[config.mk]
export PLATFORM = sky130hd
export DESIGN_NAME = cw341_reg_bus_arbiter_flat
export DESIGN_NICKNAME = d
export VERILOG_FILES = /design/src/rtl/cw341_reg_bus_arbiter_if.sv /design/src/rtl/cw341_reg_bus_arbiter.sv /design/src/flat_wrapper.sv
export SDC_FILE = /design/constraint.sdc
export NUM_CORES = 1
export LEC_CHECK = 0
export ABC_AREA = 1
export CORE_ASPECT_RATIO = 0.9
export CORE_UTILIZATION = 42
export CTS_CLUSTER_DIAMETER = 150
export CTS_CLUSTER_SIZE = 24
export DETAILED_ROUTE_END_ITERATION = 8
export GPL_TIMING_DRIVEN = 0
export PLACE_DENSITY = 0.81
export SLEW_MARGIN = 30
export SYNTH_ARGS = -nofsm -noshare
export SYNTH_HDL_FRONTEND = slang
export SYNTH_SLANG_ARGS = --single-unit
[constraint.sdc]
create_clock -name clk_usb -period 1.8 [get_ports clk_usb]
set_input_delay 0.27 -clock clk_usb [delete_from_list [all_inputs] [get_ports clk_usb]]
set_output_delay 0.27 -clock clk_usb [all_outputs]
set_load 0.01 [all_outputs]
[src/rtl/cw341_reg_bus_arbiter_if.sv]
// cw341_reg_bus_arbiter_if: bundles the USB master, internal master and shared register bus of the arbiter
// Signal groups:
//   usb_*     USB register master: busy/hold hints, address, byte count, write data, strobes, returned read data
//   int_*     internal single-beat master: req/we/address/bytecnt/wdata in, ack pulse and captured rdata out
//   reg_*     shared register bus driven towards the register blocks, reg_datai returned by them
//   abort_cnt, collision, collision_clr   status counters/flags and the flag clear
// Modport master is the arbiter's view; modport slave is the environment's view.
interface cw341_reg_bus_arbiter_if #(
    parameter int pBYTECNT_SIZE = 7
);
    logic                     usb_busy;
    logic                     usb_hold;
    logic [7:0]               usb_address;
    logic [pBYTECNT_SIZE-1:0] usb_bytecnt;
    logic [7:0]               usb_datao;
    logic                     usb_read;
    logic                     usb_write;
    logic [7:0]               usb_datai;
    logic                     int_req;
    logic                     int_we;
    logic [7:0]               int_address;
    logic [pBYTECNT_SIZE-1:0] int_bytecnt;
    logic [7:0]               int_wdata;
    logic                     int_ack;
    logic [7:0]               int_rdata;
    logic [7:0]               reg_address;
    logic [pBYTECNT_SIZE-1:0] reg_bytecnt;
    logic [7:0]               reg_datao;
    logic                     reg_read;
    logic                     reg_write;
    logic [7:0]               reg_datai;
    logic [7:0]               abort_cnt;
    logic                     collision;
    logic                     collision_clr;

    modport master (
        input  usb_busy, usb_hold, usb_address, usb_bytecnt, usb_datao, usb_read, usb_write,
        input  int_req, int_we, int_address, int_bytecnt, int_wdata, reg_datai, collision_clr,
        output usb_datai, int_ack, int_rdata, reg_address, reg_bytecnt, reg_datao, reg_read, reg_write,
        output abort_cnt, collision
    );

    modport slave (
        output usb_busy, usb_hold, usb_address, usb_bytecnt, usb_datao, usb_read, usb_write,
        output int_req, int_we, int_address, int_bytecnt, int_wdata, reg_datai, collision_clr,
        input  usb_datai, int_ack, int_rdata, reg_address, reg_bytecnt, reg_datao, reg_read, reg_write,
        input  abort_cnt, collision
    );
endinterface

[src/rtl/cw341_reg_bus_arbiter.sv]
// cw341_reg_bus_arbiter: shares the register bus between the USB master (priority) and an internal master
// Ports:
//   clk_usb   clock for all logic
//   reset_n   asynchronous active-low reset
//   bus       cw341_reg_bus_arbiter_if.master: USB master, internal master, shared reg_* bus, status
// The USB master passes straight through whenever it owns the bus; the internal master is only
// granted after pGUARD quiet cycles and runs a fixed ADDR -> STROBE -> CAPTURE access.
module cw341_reg_bus_arbiter #(
    parameter int pBYTECNT_SIZE = 7,
    parameter int pGUARD        = 4
) (
    input  logic                   clk_usb,
    input  logic                   reset_n,
    cw341_reg_bus_arbiter_if.master bus
);
    typedef enum logic [1:0] {IDLE, ADDR, STROBE, CAPTURE} state_t;

    state_t                   state_q, state_d;
    logic [3:0]               guard_q, guard_d;
    logic [7:0]               addr_q, wdata_q, rdata_q, rdata_d, abort_q, abort_d;
    logic [pBYTECNT_SIZE-1:0] cnt_q;
    logic                     we_q, coll_q, coll_d;
    logic                     quiet, usb_strobe, hit, grant, abort;
    logic                     int_own, int_rd, int_wr, ack;

    assign quiet      = !bus.usb_busy && !bus.usb_hold;
    assign usb_strobe = bus.usb_read || bus.usb_write;
    // A USB strobe during an internal access takes the bus for that cycle.
    assign hit        = state_q != IDLE && usb_strobe;
    assign grant      = state_q == IDLE && bus.int_req && guard_q == 4'(pGUARD) && quiet && !usb_strobe;
    // An access is dropped if it loses the bus before its strobe reached the register blocks.
    assign abort      = (state_q == ADDR && (bus.usb_busy || hit)) || (state_q == STROBE && hit);

    assign guard_d = !quiet ? 4'd0 : (guard_q == 4'(pGUARD) ? guard_q : guard_q + 4'd1);
    assign rdata_d = (ack && !we_q) ? bus.reg_datai : rdata_q;
    assign abort_d = (abort && abort_q != 8'hFF) ? abort_q + 8'd1 : abort_q;
    assign coll_d  = hit ? 1'b1 : (bus.collision_clr ? 1'b0 : coll_q);

    always_ff @(posedge clk_usb or negedge reset_n) begin
        if (!reset_n) state_q <= IDLE;
        else          state_q <= state_d;
    end

    always_comb begin
        state_d = state_q;
        case (state_q)
            IDLE:    if (grant) state_d = ADDR;
            ADDR:    state_d = abort ? IDLE : STROBE;
            STROBE:  state_d = abort ? IDLE : CAPTURE;
            default: state_d = IDLE;
        endcase
    end

    always_comb begin
        int_own = state_q != IDLE && !hit;
        int_rd  = state_q == STROBE && !we_q;
        int_wr  = state_q == STROBE && we_q;
        ack     = state_q == CAPTURE;
    end

    always_ff @(posedge clk_usb or negedge reset_n) begin
        if (!reset_n) begin
            guard_q <= '0;
            addr_q  <= '0;
            cnt_q   <= '0;
            wdata_q <= '0;
            we_q    <= 1'b0;
            rdata_q <= '0;
            abort_q <= '0;
            coll_q  <= 1'b0;
        end else begin
            guard_q <= guard_d;
            rdata_q <= rdata_d;
            abort_q <= abort_d;
            coll_q  <= coll_d;
            if (grant) begin
                addr_q  <= bus.int_address;
                cnt_q   <= bus.int_bytecnt;
                wdata_q <= bus.int_wdata;
                we_q    <= bus.int_we;
            end
        end
    end

    assign bus.reg_address = int_own ? addr_q  : bus.usb_address;
    assign bus.reg_bytecnt = int_own ? cnt_q   : bus.usb_bytecnt;
    assign bus.reg_datao   = int_own ? wdata_q : bus.usb_datao;
    assign bus.reg_read    = int_own ? int_rd  : bus.usb_read;
    assign bus.reg_write   = int_own ? int_wr  : bus.usb_write;
    assign bus.usb_datai   = bus.reg_datai;
    assign bus.int_ack     = ack;
    // Read data is visible in the ack cycle itself, then held from the register.
    assign bus.int_rdata   = rdata_d;
    assign bus.abort_cnt   = abort_q;
    assign bus.collision   = coll_q;
endmodule

[src/flat_wrapper.sv]
// flat-port wrapper written by rule: the top's interface ports become plain ports
module cw341_reg_bus_arbiter_flat 
#(
    parameter int pBYTECNT_SIZE = 7,
    parameter int pGUARD        = 4
)
  (clk_usb, reset_n, bus_usb_busy, bus_usb_hold, bus_usb_address, bus_usb_bytecnt, bus_usb_datao, bus_usb_read, bus_usb_write, bus_int_req, bus_int_we, bus_int_address, bus_int_bytecnt, bus_int_wdata, bus_reg_datai, bus_collision_clr, bus_usb_datai, bus_int_ack, bus_int_rdata, bus_reg_address, bus_reg_bytecnt, bus_reg_datao, bus_reg_read, bus_reg_write, bus_abort_cnt, bus_collision);
  cw341_reg_bus_arbiter_if #(.pBYTECNT_SIZE(pBYTECNT_SIZE)) bus_i ();
  input  logic clk_usb;
  input  logic reset_n;
  input wire logic [$bits(bus_i.usb_busy)-1:0] bus_usb_busy;
  input wire logic [$bits(bus_i.usb_hold)-1:0] bus_usb_hold;
  input wire logic [$bits(bus_i.usb_address)-1:0] bus_usb_address;
  input wire logic [$bits(bus_i.usb_bytecnt)-1:0] bus_usb_bytecnt;
  input wire logic [$bits(bus_i.usb_datao)-1:0] bus_usb_datao;
  input wire logic [$bits(bus_i.usb_read)-1:0] bus_usb_read;
  input wire logic [$bits(bus_i.usb_write)-1:0] bus_usb_write;
  input wire logic [$bits(bus_i.int_req)-1:0] bus_int_req;
  input wire logic [$bits(bus_i.int_we)-1:0] bus_int_we;
  input wire logic [$bits(bus_i.int_address)-1:0] bus_int_address;
  input wire logic [$bits(bus_i.int_bytecnt)-1:0] bus_int_bytecnt;
  input wire logic [$bits(bus_i.int_wdata)-1:0] bus_int_wdata;
  input wire logic [$bits(bus_i.reg_datai)-1:0] bus_reg_datai;
  input wire logic [$bits(bus_i.collision_clr)-1:0] bus_collision_clr;
  output wire logic [$bits(bus_i.usb_datai)-1:0] bus_usb_datai;
  output wire logic [$bits(bus_i.int_ack)-1:0] bus_int_ack;
  output wire logic [$bits(bus_i.int_rdata)-1:0] bus_int_rdata;
  output wire logic [$bits(bus_i.reg_address)-1:0] bus_reg_address;
  output wire logic [$bits(bus_i.reg_bytecnt)-1:0] bus_reg_bytecnt;
  output wire logic [$bits(bus_i.reg_datao)-1:0] bus_reg_datao;
  output wire logic [$bits(bus_i.reg_read)-1:0] bus_reg_read;
  output wire logic [$bits(bus_i.reg_write)-1:0] bus_reg_write;
  output wire logic [$bits(bus_i.abort_cnt)-1:0] bus_abort_cnt;
  output wire logic [$bits(bus_i.collision)-1:0] bus_collision;
  assign bus_i.usb_busy = bus_usb_busy;
  assign bus_i.usb_hold = bus_usb_hold;
  assign bus_i.usb_address = bus_usb_address;
  assign bus_i.usb_bytecnt = bus_usb_bytecnt;
  assign bus_i.usb_datao = bus_usb_datao;
  assign bus_i.usb_read = bus_usb_read;
  assign bus_i.usb_write = bus_usb_write;
  assign bus_i.int_req = bus_int_req;
  assign bus_i.int_we = bus_int_we;
  assign bus_i.int_address = bus_int_address;
  assign bus_i.int_bytecnt = bus_int_bytecnt;
  assign bus_i.int_wdata = bus_int_wdata;
  assign bus_i.reg_datai = bus_reg_datai;
  assign bus_i.collision_clr = bus_collision_clr;
  assign bus_usb_datai = bus_i.usb_datai;
  assign bus_int_ack = bus_i.int_ack;
  assign bus_int_rdata = bus_i.int_rdata;
  assign bus_reg_address = bus_i.reg_address;
  assign bus_reg_bytecnt = bus_i.reg_bytecnt;
  assign bus_reg_datao = bus_i.reg_datao;
  assign bus_reg_read = bus_i.reg_read;
  assign bus_reg_write = bus_i.reg_write;
  assign bus_abort_cnt = bus_i.abort_cnt;
  assign bus_collision = bus_i.collision;
  cw341_reg_bus_arbiter #(.pBYTECNT_SIZE(pBYTECNT_SIZE), .pGUARD(pGUARD)) u_core (.clk_usb(clk_usb), .reset_n(reset_n), .bus(bus_i));
endmodule
==> results of run 1 <==
## registers in the layout, indices dropped and copies added (netlist names)
name and cells:
u_core.addr_q 8, u_core.bus.abort_cnt 8, u_core.rdata_q 8, u_core.wdata_q 8
u_core.cnt_q 7, u_core.guard_q 4, u_core.state_q 2, u_core.bus.collision 1
u_core.we_q 1
## final cells by class
| cell class | count | share of cell area [%] |
|---|---|---|
| buffer | 21 | 5.07 |
| multi-input combinational | 260 | 30.7 |
| clock buffer | 7 | 1.93 |
| inverter | 17 | 1.74 |
| clock inverter | 1 | 0.127 |
| timing repair buffer | 128 | 28.5 |
| sequential | 47 | 29.8 |
| tap | 70 | 2.22 |
## repair_timing
action,in CTS,in global routing
gates resized for setup,91,50
buffers inserted,8,4
pin swaps,1,3
gates cloned,1,1
hold buffers,1,0
endpoints found under the hold margin,12,0
endpoints found under the setup margin,34,27
## cell usage after synthesis (all sizes together)
| master | count | area [µm²] |
|---|---|---|
| o21ai | 7 | 35.0 |
| nand2 | 166 | 636 |
| nand3 | 59 | 295 |
| o31ai | 2 | 15.0 |
| clkbuf | 2 | 7.51 |
| inv | 16 | 60.1 |
| nor2 | 17 | 88.8 |
| a31oi | 1 | 6.26 |
| xnor2 | 2 | 17.5 |
| dfrtp | 47 | 1180 |
| xor2 | 2 | 17.5 |
| ha | 3 | 37.5 |
| buf | 19 | 136 |
| clkinv | 1 | 3.75 |
| o22ai | 1 | 6.26 |
## kinds of logic (layout without fill, tap and decap cells)
kind of cell	after synthesis	count (layout)
fa+ha+maj	3	3
simple gates	242	242
flops	47	47
compound gates	11	11
xor+xnor	4	4
buf+inv	38	174
## worst min path at each step
stage	from	end	slack, ns	depth (start not counted)
after detailed placement	reset_n	u_core.bus.abort_cnt[0]$_DFFE_PN0P_	0.32	1
after global routing	u_core.addr_q[0]$_DFFE_PN0P_	u_core.addr_q[0]$_DFFE_PN0P_	0.50	2
after CTS	u_core.cnt_q[4]$_DFFE_PN0P_	u_core.cnt_q[4]$_DFFE_PN0P_	0.48	2
after floorplan	reset_n	u_core.addr_q[0]$_DFFE_PN0P_	-0.03	0
after global placement	u_core.rdata_q[0]$_DFF_PN0_	u_core.rdata_q[0]$_DFF_PN0_	0.45	2
final	u_core.rdata_q[3]$_DFF_PN0_	u_core.rdata_q[3]$_DFF_PN0_	0.47	2
## metal layers
| layer | wire length, µm | part of all wire [%] | track usage, % |
|---|---|---|---|
| met1 | 3000 | 42 | 26.0 |
| met2 | 3480 | 49 | 42.5 |
| met3 | 595 | 8.4 | 5.63 |
| met4 | 8 | 0.11 | 3.26 |
| met5 | 0 | 0 | 0 |
## power by group through the flow
stage | Combinational, mW | Sequential, mW | Clock, mW
3_5_place_dp | 0.377 | 1.10 | 0
4_1_cts | 0.367 | 1.08 | 0.624
6_report | 0.363 | 1.08 | 0.609
5_1_grt | 0.395 | 1.08 | 0.662
3_3_place_gp | 0.371 | 1.10 | 0
2_1_floorplan | 0.104 | 1.10 | 0
## through the flow
stage,setup slack [ns],hold WS (ns),setup TNS (ns),std cells
after detailed placement,-0.697,0.319,-15.02,528
after global routing,-0.0728,0.499,-0.243,551
final,0.0333,0.472,0,551
after CTS,-0.00624,0.478,-0.00672,546
after global placement,-0.874,0.451,-55.90,528
after floorplan,0.457,-0.0256,0,345
## worst min-delay path, delay by kind of cell (launching register included)
kind / cells / cell delay (ns)
DFF: 1 / 0.33
and+or+nand+nor: 2 / 0.11
==> flow_summary.yaml, run 1 <==
run_status:
  outcome: "finished with violations"
  violations: "DRC"
yosys:
  synth_warnings: 0
  syn_area_um2: 2540
  synth-simple-area-share_pct: 40.2
  synth_compound_area_share_pct: 2.46
  synth_nets: 411
  muxShareOfSynthArea_pct: 0
  ys_seq_area_share_pct: 46.3
  ys_ff_latch: 47
  synth-adder-area-share_pct: 1.48
  postSynthCellCount: 345
  avgSynthCellArea_um2: 7.36
  synthXorXnorAreaFrac_pct: 1.38
  synth_top_family_by_area: "simple AND/OR/NAND/NOR gates"
  synth_cell_types: 22
global_route:
  antenna_found_initial: 0
  grt_pass1_wl_um: 11200
  grt_pass1_vias: 2470
  grt_max_degree: 48
  grt_usage_pct: 22.1
  grt_remaining_overflow: 0
setup_path:
  reg2reg_to: "u_core.bus.abort_cnt[0]$_DFFE_PN0P_"
  crit_buf_inv: 5
  critical_path.most_common_cell: "nand2_1"
  crit_path_end_kind: "output port"
  startpoint: "u_core.state_q[0]$_DFFE_PN0P_"
  criticalPathCategory: "reg -> out"
  critPathRequiredTime_ns: 1.53
  crit_fanout: 8
  crit_end: "bus_int_rdata[3]"
  slowest_stage: "dfrtp_1"
  r2r-start: "u_core.bus.abort_cnt[0]$_DFFE_PN0P_"
  worst_setup_path_start_kind: "register"
  r2r_cells: 6
  crit_cells: 9
  crit_path_cell_trace: "buf_4 > nand2_2 > inv_2 > buf_8 > nand2_8 > buf_6 > nand2_1 > nand2_1 > buf_2"
  crit_family: "buffers and inverters"
  max_stage_delay_ns: 0.41
  reg2reg_setup_slack_ns: 0.24
  worstPathArrival_ns: 1.50
drt:
  routed_wl_um: 7080
  antenna_left: 0
  drtPass1Iterations: 6
  wl_per_cell_um: 12.9
  routed_via_density: 4.91
  vias: 2703
  drc: 20
  drt_iter0_markers: 113
timing:
  worst_slew_pin_slew_ns: 0.595
  slew_headroom_pct: 60.3
  setup_viol: 0
  hold_viol: 0
  min_period_over_period_pct: 98.2
  skew_ns: 0.00811
  fmax_mhz: 566
  slew_violations: 0
  fin_crit_ns: 1.77
  rsz0062_at_grt: "yes"
layout:
  multi_input_area_um2: 1210
  seqCellArea_um2: 1180
  syn2layout_area_growth_pct: 55.5
  utilization_pct: 68.6
  nFillCells: 498
  layout-drive-gt1-share_pct: 17.9
  final_common_cell: "nand2_1"
  n_antenna_cell: 0
  nets: 546
  finalInstanceArea_um2: 3950
  final_cell_mix: "nand2_1, clkdlybuf4s50_1, nand3_1"
floorplan:
  die_w_um: 84.0
  die_h_um: 75.8
  fp-row-count: 26
  fp.coreArea_um2: 5760
  start_util_pct: 44.1
  die_area_um2: 6360
  ios: 114
pwr:
  pwr-share-seq_pct: 52.6
  p_comb_share_pct: 17.7
  p_leak_nw: 2.05
  netSwitchingPower_mw: 0.494
  clock_power_share_pct: 29.7
  power.density_nw_per_um2: 519
  ir_drop_uv: 301
  finalPower_mw: 2.05
  internal_power_mw: 1.56
  p_sw_share_pct: 24.1
place:
  post-dp-hpwl_um: 5000
  gp_congestion: 0.755
  placedInstanceArea_um2: 3750
  port_buffers: 113
clock_tree:
  cts-root-buf: "clkbuf_8"
  clk_latency_ns: 0.29
  htree_levels: 2
  cts_inserted_buffers: 5
  clk_pin_slew_ns: 0.08
  cts_num_sinks: 47
  clockBufferDepth: 2
  cts_tree: "built"
worst_hold_path:
  min_path_type: "reg -> reg"
run:
  maxCapViolations: 0
No activity file was read; power rests on OpenSTA's default activity.
==> run 2: changes to the inputs <==
Settings changed: SETUP_SLACK_MARGIN set to 0.3.
==> flow_summary.yaml, run 2 (synthesis gave the netlist of run 1 again) <==
drt:
  drc: 20
  drtPass1Iterations: 6
  drt_iter0_markers: 150
  highest_layer: "met4"
  routed_wl_um: 8130
  antenna_left: 0
  routed_via_density: 4.98
  wl_per_cell_um: 14.1
  vias: 2863
  wl_met3_um: 565
  met1_length_um: 3220
  wl_met2_um: 4320
timing:
  fin_setup_tns_ns: 0
  skew_ns: 0.0116
  worst_slew_pin_slew_ns: 0.601
  slew_headroom_pct: 59.9
  slew_violations: 0
  fin_crit_ns: 1.69
  hold_viol: 0
  fmax_mhz: 593
  setup_viol: 0
  min_period_over_period_pct: 93.6
  rsz0062_at_grt: "yes"
clock_tree:
  clk_latency_ns: 0.30
  cts_inserted_buffers: 5
  cts_num_sinks: 47
  cts-root-buf: "clkbuf_8"
  clockBufferDepth: 2
  cts_tree: "built"
  htree_levels: 2
  clk_pin_slew_ns: 0.08
layout:
  seqCellArea_um2: 1180
  final_cell_mix: "nand2_1, clkdlybuf4s50_1, nand3_1"
  layout-drive-gt1-share_pct: 32.9
  finalInstanceArea_um2: 4380
  syn2layout_area_growth_pct: 72.4
  final_common_cell: "nand2_1"
  multi_input_area_um2: 1380
  nets: 570
  n_antenna_cell: 0
  nFillCells: 439
floorplan:
  start_util_pct: 44.1
  die_w_um: 84.0
  die_area_um2: 6360
  fp.coreArea_um2: 5760
  ios: 114
  fp-row-count: 26
  die_h_um: 75.8
global_route:
  antenna_found_initial: 0
  grt_remaining_overflow: 0
  grt_usage_pct: 24.0
  grt_max_degree: 48
  grt_pass1_wl_um: 11900
  grt_pass1_vias: 2599
setup_path:
  criticalPathCategory: "reg -> out"
  crit_path_cell_trace: "buf_6 > nand2_4 > inv_4 > buf_6 > nand2_8 > nand2_2 > nand2_2 > buf_6"
  max_stage_delay_ns: 0.42
  crit_path_end_kind: "output port"
  worstPathArrival_ns: 1.42
  slowest_stage: "dfrtp_1"
  worst_setup_path_start_kind: "register"
  critical_path.most_common_cell: "buf_6"
  critPathRequiredTime_ns: 1.53
  crit_fanout: 8
pwr:
  power.density_nw_per_um2: 482
  ir_drop_uv: 304
  p_leak_nw: 2.33
run_status:
  outcome: "finished with violations"
  violations: "DRC"
run:
  maxCapViolations: 0
worst_hold_path:
  min_path_type: "reg -> reg"
place:
  gp_congestion: 0.755
  placedInstanceArea_um2: 3750
  post-dp-hpwl_um: 5000
  port_buffers: 113
-- run 2: cell count changes in the layout (fill, tap and decap cells not counted), sizes merged --
| cell | change |
|---|---|
| clkdlybuf4s50 | -16 |
| clkdlybuf4s15 | +1 |
| buf | +50 |
| dlymetal6s2s | +5 |
| dlygate4sd2 | +4 |
| clkbuf | -20 |
-- run 2: path summary, 6_finish.rpt --
kind | startpoint | end | slack, ns | cells past startpoint
setup reg to reg | u_core.state_q[0]$_DFFE_PN0P_ | u_core.cnt_q[1]$_DFFE_PN0P_ | 0.41 | 8
hold / removal | u_core.cnt_q[4]$_DFFE_PN0P_ | u_core.cnt_q[4]$_DFFE_PN0P_ | 0.48 | 2
setup / recovery | u_core.state_q[0]$_DFFE_PN0P_ | bus_int_rdata[5] | 0.11 | 8
max in group asynchronous | reset_n | u_core.bus.abort_cnt[2]$_DFFE_PN0P_ | 0.87 | 2
min in group asynchronous | reset_n | u_core.bus.abort_cnt[0]$_DFFE_PN0P_ | 0.50 | 2
hold reg to reg | u_core.cnt_q[4]$_DFFE_PN0P_ | u_core.cnt_q[4]$_DFFE_PN0P_ | 0.48 | 2
-- run 2: final cells by class --
class	instances	share of cell area [%]
buffer	21	4.57
clock buffer	7	1.74
clock inverter	1	0.114
inverter	17	1.63
multi-input combinational	260	31.4
sequential	47	26.9
tap	70	2.00
timing repair buffer	152	31.6
-- run 2: per-stage QoR --
stage | power, mW | hold WS, ns | worst slack [ns] | utilization, % | instances
after floorplan | 1.20 | -0.0256 | 0.457 | - | 345
after global placement | 1.47 | 0.451 | -0.874 | 65.3 | 528
after detailed placement | 1.48 | 0.319 | -0.697 | 65.2 | 528
after CTS | 2.07 | 0.478 | 0.109 | 71.0 | 560
after global routing | 2.18 | 0.493 | 0.0430 | 76.0 | 575
final | 2.11 | 0.475 | 0.115 | 76.0 | 575
-- run 2: power breakdown --
part	leakage (nW)	switching [mW]	internal (mW)
Combinational	1.67	0.169	0.239
Sequential	0.614	0.0103	1.07
Clock	0.0422	0.351	0.274
Total	2.33	0.530	1.58
-- run 2: critical path: cells and delay by family (launching register included) --
kind	cells	cell delay [ns]
simple gates	4	0.29
flops	1	0.42
buf+inv	4	0.41
-- run 2: metal layers --
metal,vias up,global-route usage [%]
met2,99,46.7
met1,1356,27.4
met4,0,4.60
met5,-,0
li1,1404,-
met3,4,5.85
-- run 2: timing repair --
item	4_1_cts	5_1_grt
setup buffers	19	15
hold buffers	1	0
resized for setup	221	52
pin swaps	11	10
cloned	4	0
setup endpoints to repair	79	67
hold endpoints to repair	12	0
==> run 3: changes to the inputs <==
Settings changed: SLEW_MARGIN 30 to not set.
==> flow_summary.yaml, run 3 (synthesis gave the netlist of run 1 again) <==
run_status:
  outcome: "finished with violations"
  violations: "DRC"
clock_tree:
  clk_latency_ns: 0.30
  cts_num_sinks: 47
  cts_tree: "built"
  clk_pin_slew_ns: 0.09
  clockBufferDepth: 2
  htree_levels: 2
  cts_inserted_buffers: 5
  cts-root-buf: "clkbuf_8"
floorplan:
  ios: 114
  die_h_um: 75.8
  start_util_pct: 44.1
  fp-row-count: 26
  die_w_um: 84.0
  fp.coreArea_um2: 5760
  die_area_um2: 6360
drt:
  routed_wl_um: 8110
  routed_via_density: 4.94
  drt_iter0_markers: 186
  vias: 2851
  wl_per_cell_um: 14.1
  drc: 20
  drtPass1Iterations: 6
  antenna_left: 0
timing:
  hold_viol: 0
  skew_ns: 0.00794
  worst_slew_pin_slew_ns: 0.445
  fmax_mhz: 583
  rsz0062_at_grt: "yes"
  slew_violations: 0
  slew_headroom_pct: 70.3
  setup_viol: 0
  fin_crit_ns: 1.72
  min_period_over_period_pct: 95.3
  worst_slack_ns: 0.0846
layout:
  n_antenna_cell: 0
  multi_input_area_um2: 1400
  nets: 572
  final_cell_mix: "nand2_1, clkdlybuf4s50_1, nand3_1"
  layout-drive-gt1-share_pct: 33.7
  final_common_cell: "nand2_1"
  seqCellArea_um2: 1180
  nFillCells: 428
  syn2layout_area_growth_pct: 75.5
  utilization_pct: 77.4
setup_path:
  critPathRequiredTime_ns: 1.53
  r2r_cells: 8
  criticalPathCategory: "reg -> out"
  worst_setup_path_start_kind: "register"
  crit_fanout: 8
  crit_path_end_kind: "output port"
  worstPathArrival_ns: 1.45
global_route:
  grt_pass1_vias: 2617
  grt_usage_pct: 24.4
  antenna_found_initial: 0
  grt_remaining_overflow: 0
  grt_pass1_wl_um: 12100
  grt_max_degree: 30
worst_hold_path:
  min_path_type: "in -> async"
place:
  port_buffers: 113
  gp_congestion: 0.755
  post-dp-hpwl_um: 5130
  dpl_worst_slack_ns: -0.696
pwr:
  power.density_nw_per_um2: 494
  ir_drop_uv: 389
  p_leak_nw: 2.36
run:
  maxCapViolations: 0
run 3: repair_timing:
item	CTS	global route
gates resized for setup	225	59
endpoints found under the setup margin	79	68
gates cloned	4	0
hold buffers	1	0
pin swaps	10	12
buffers inserted	22	13
hold endpoints to repair	18	0
run 3: layout make-up:
class	count	share of cell area [%]
Buffer	21	4.61
Clock buffer	8	2.25
Inverter	17	1.60
Multi-Input combinational cell	260	31.3
Sequential cell	47	26.4
Tap cell	70	1.97
Timing Repair Buffer	154	31.8
run 3: critical path, stage by stage (launching register included):
cell and delay [ns]:
dfrtp_1 0.42, buf_6 0.14, nand2_4 0.07, inv_4 0.04
buf_8 0.13, nand2_8 0.09, nand2_2 0.07, nand2_2 0.08
buf_6 0.10
run 3: report_power, final:
group / switching, mW / total, mW / internal, mW
Clock: 0.345 / 0.696 / 0.351
Sequential: 0.00865 / 1.08 / 1.07
Combinational: 0.173 / 0.426 / 0.252
Total: 0.527 / 2.20 / 1.67
run 3: final timing paths:
path | from | to | slack, ns
max | u_core.state_q[0]$_DFFE_PN0P_ | bus_int_rdata[1] | 0.08
min | reset_n | u_core.bus.abort_cnt[0]$_DFFE_PN0P_ | 0.43
max reg2reg | u_core.state_q[0]$_DFFE_PN0P_ | u_core.addr_q[6]$_DFFE_PN0P_ | 0.33
min reg2reg | u_core.cnt_q[4]$_DFFE_PN0P_ | u_core.cnt_q[4]$_DFFE_PN0P_ | 0.48
max in group asynchronous | reset_n | u_core.bus.abort_cnt[2]$_DFFE_PN0P_ | 0.86
min in group clk_usb | u_core.cnt_q[4]$_DFFE_PN0P_ | u_core.cnt_q[4]$_DFFE_PN0P_ | 0.48
run 3: metrics by stage:
stage | hold WS, ns | setup TNS [ns] | power [mW] | cells | instance area [µm²]
floorplan | -0.0256 | 0 | 1.20 | 345 | 2540
global placement | 0.451 | -55.90 | 1.47 | 528 | 3760
detailed placement | 0.241 | -14.95 | 1.48 | 529 | 3770
CTS | 0.438 | 0 | 2.17 | 564 | 4150
global route | 0.474 | 0 | 2.29 | 577 | 4450
finish | 0.433 | 0 | 2.20 | 577 | 4450
run 3: per-layer routing:
layer  share of wire (%)  global-route usage, %
met1                  39                   29.2
met2                  53                   46.8
met3                 7.4                   5.20
met4                0.37                   4.60
met5                   0                      0
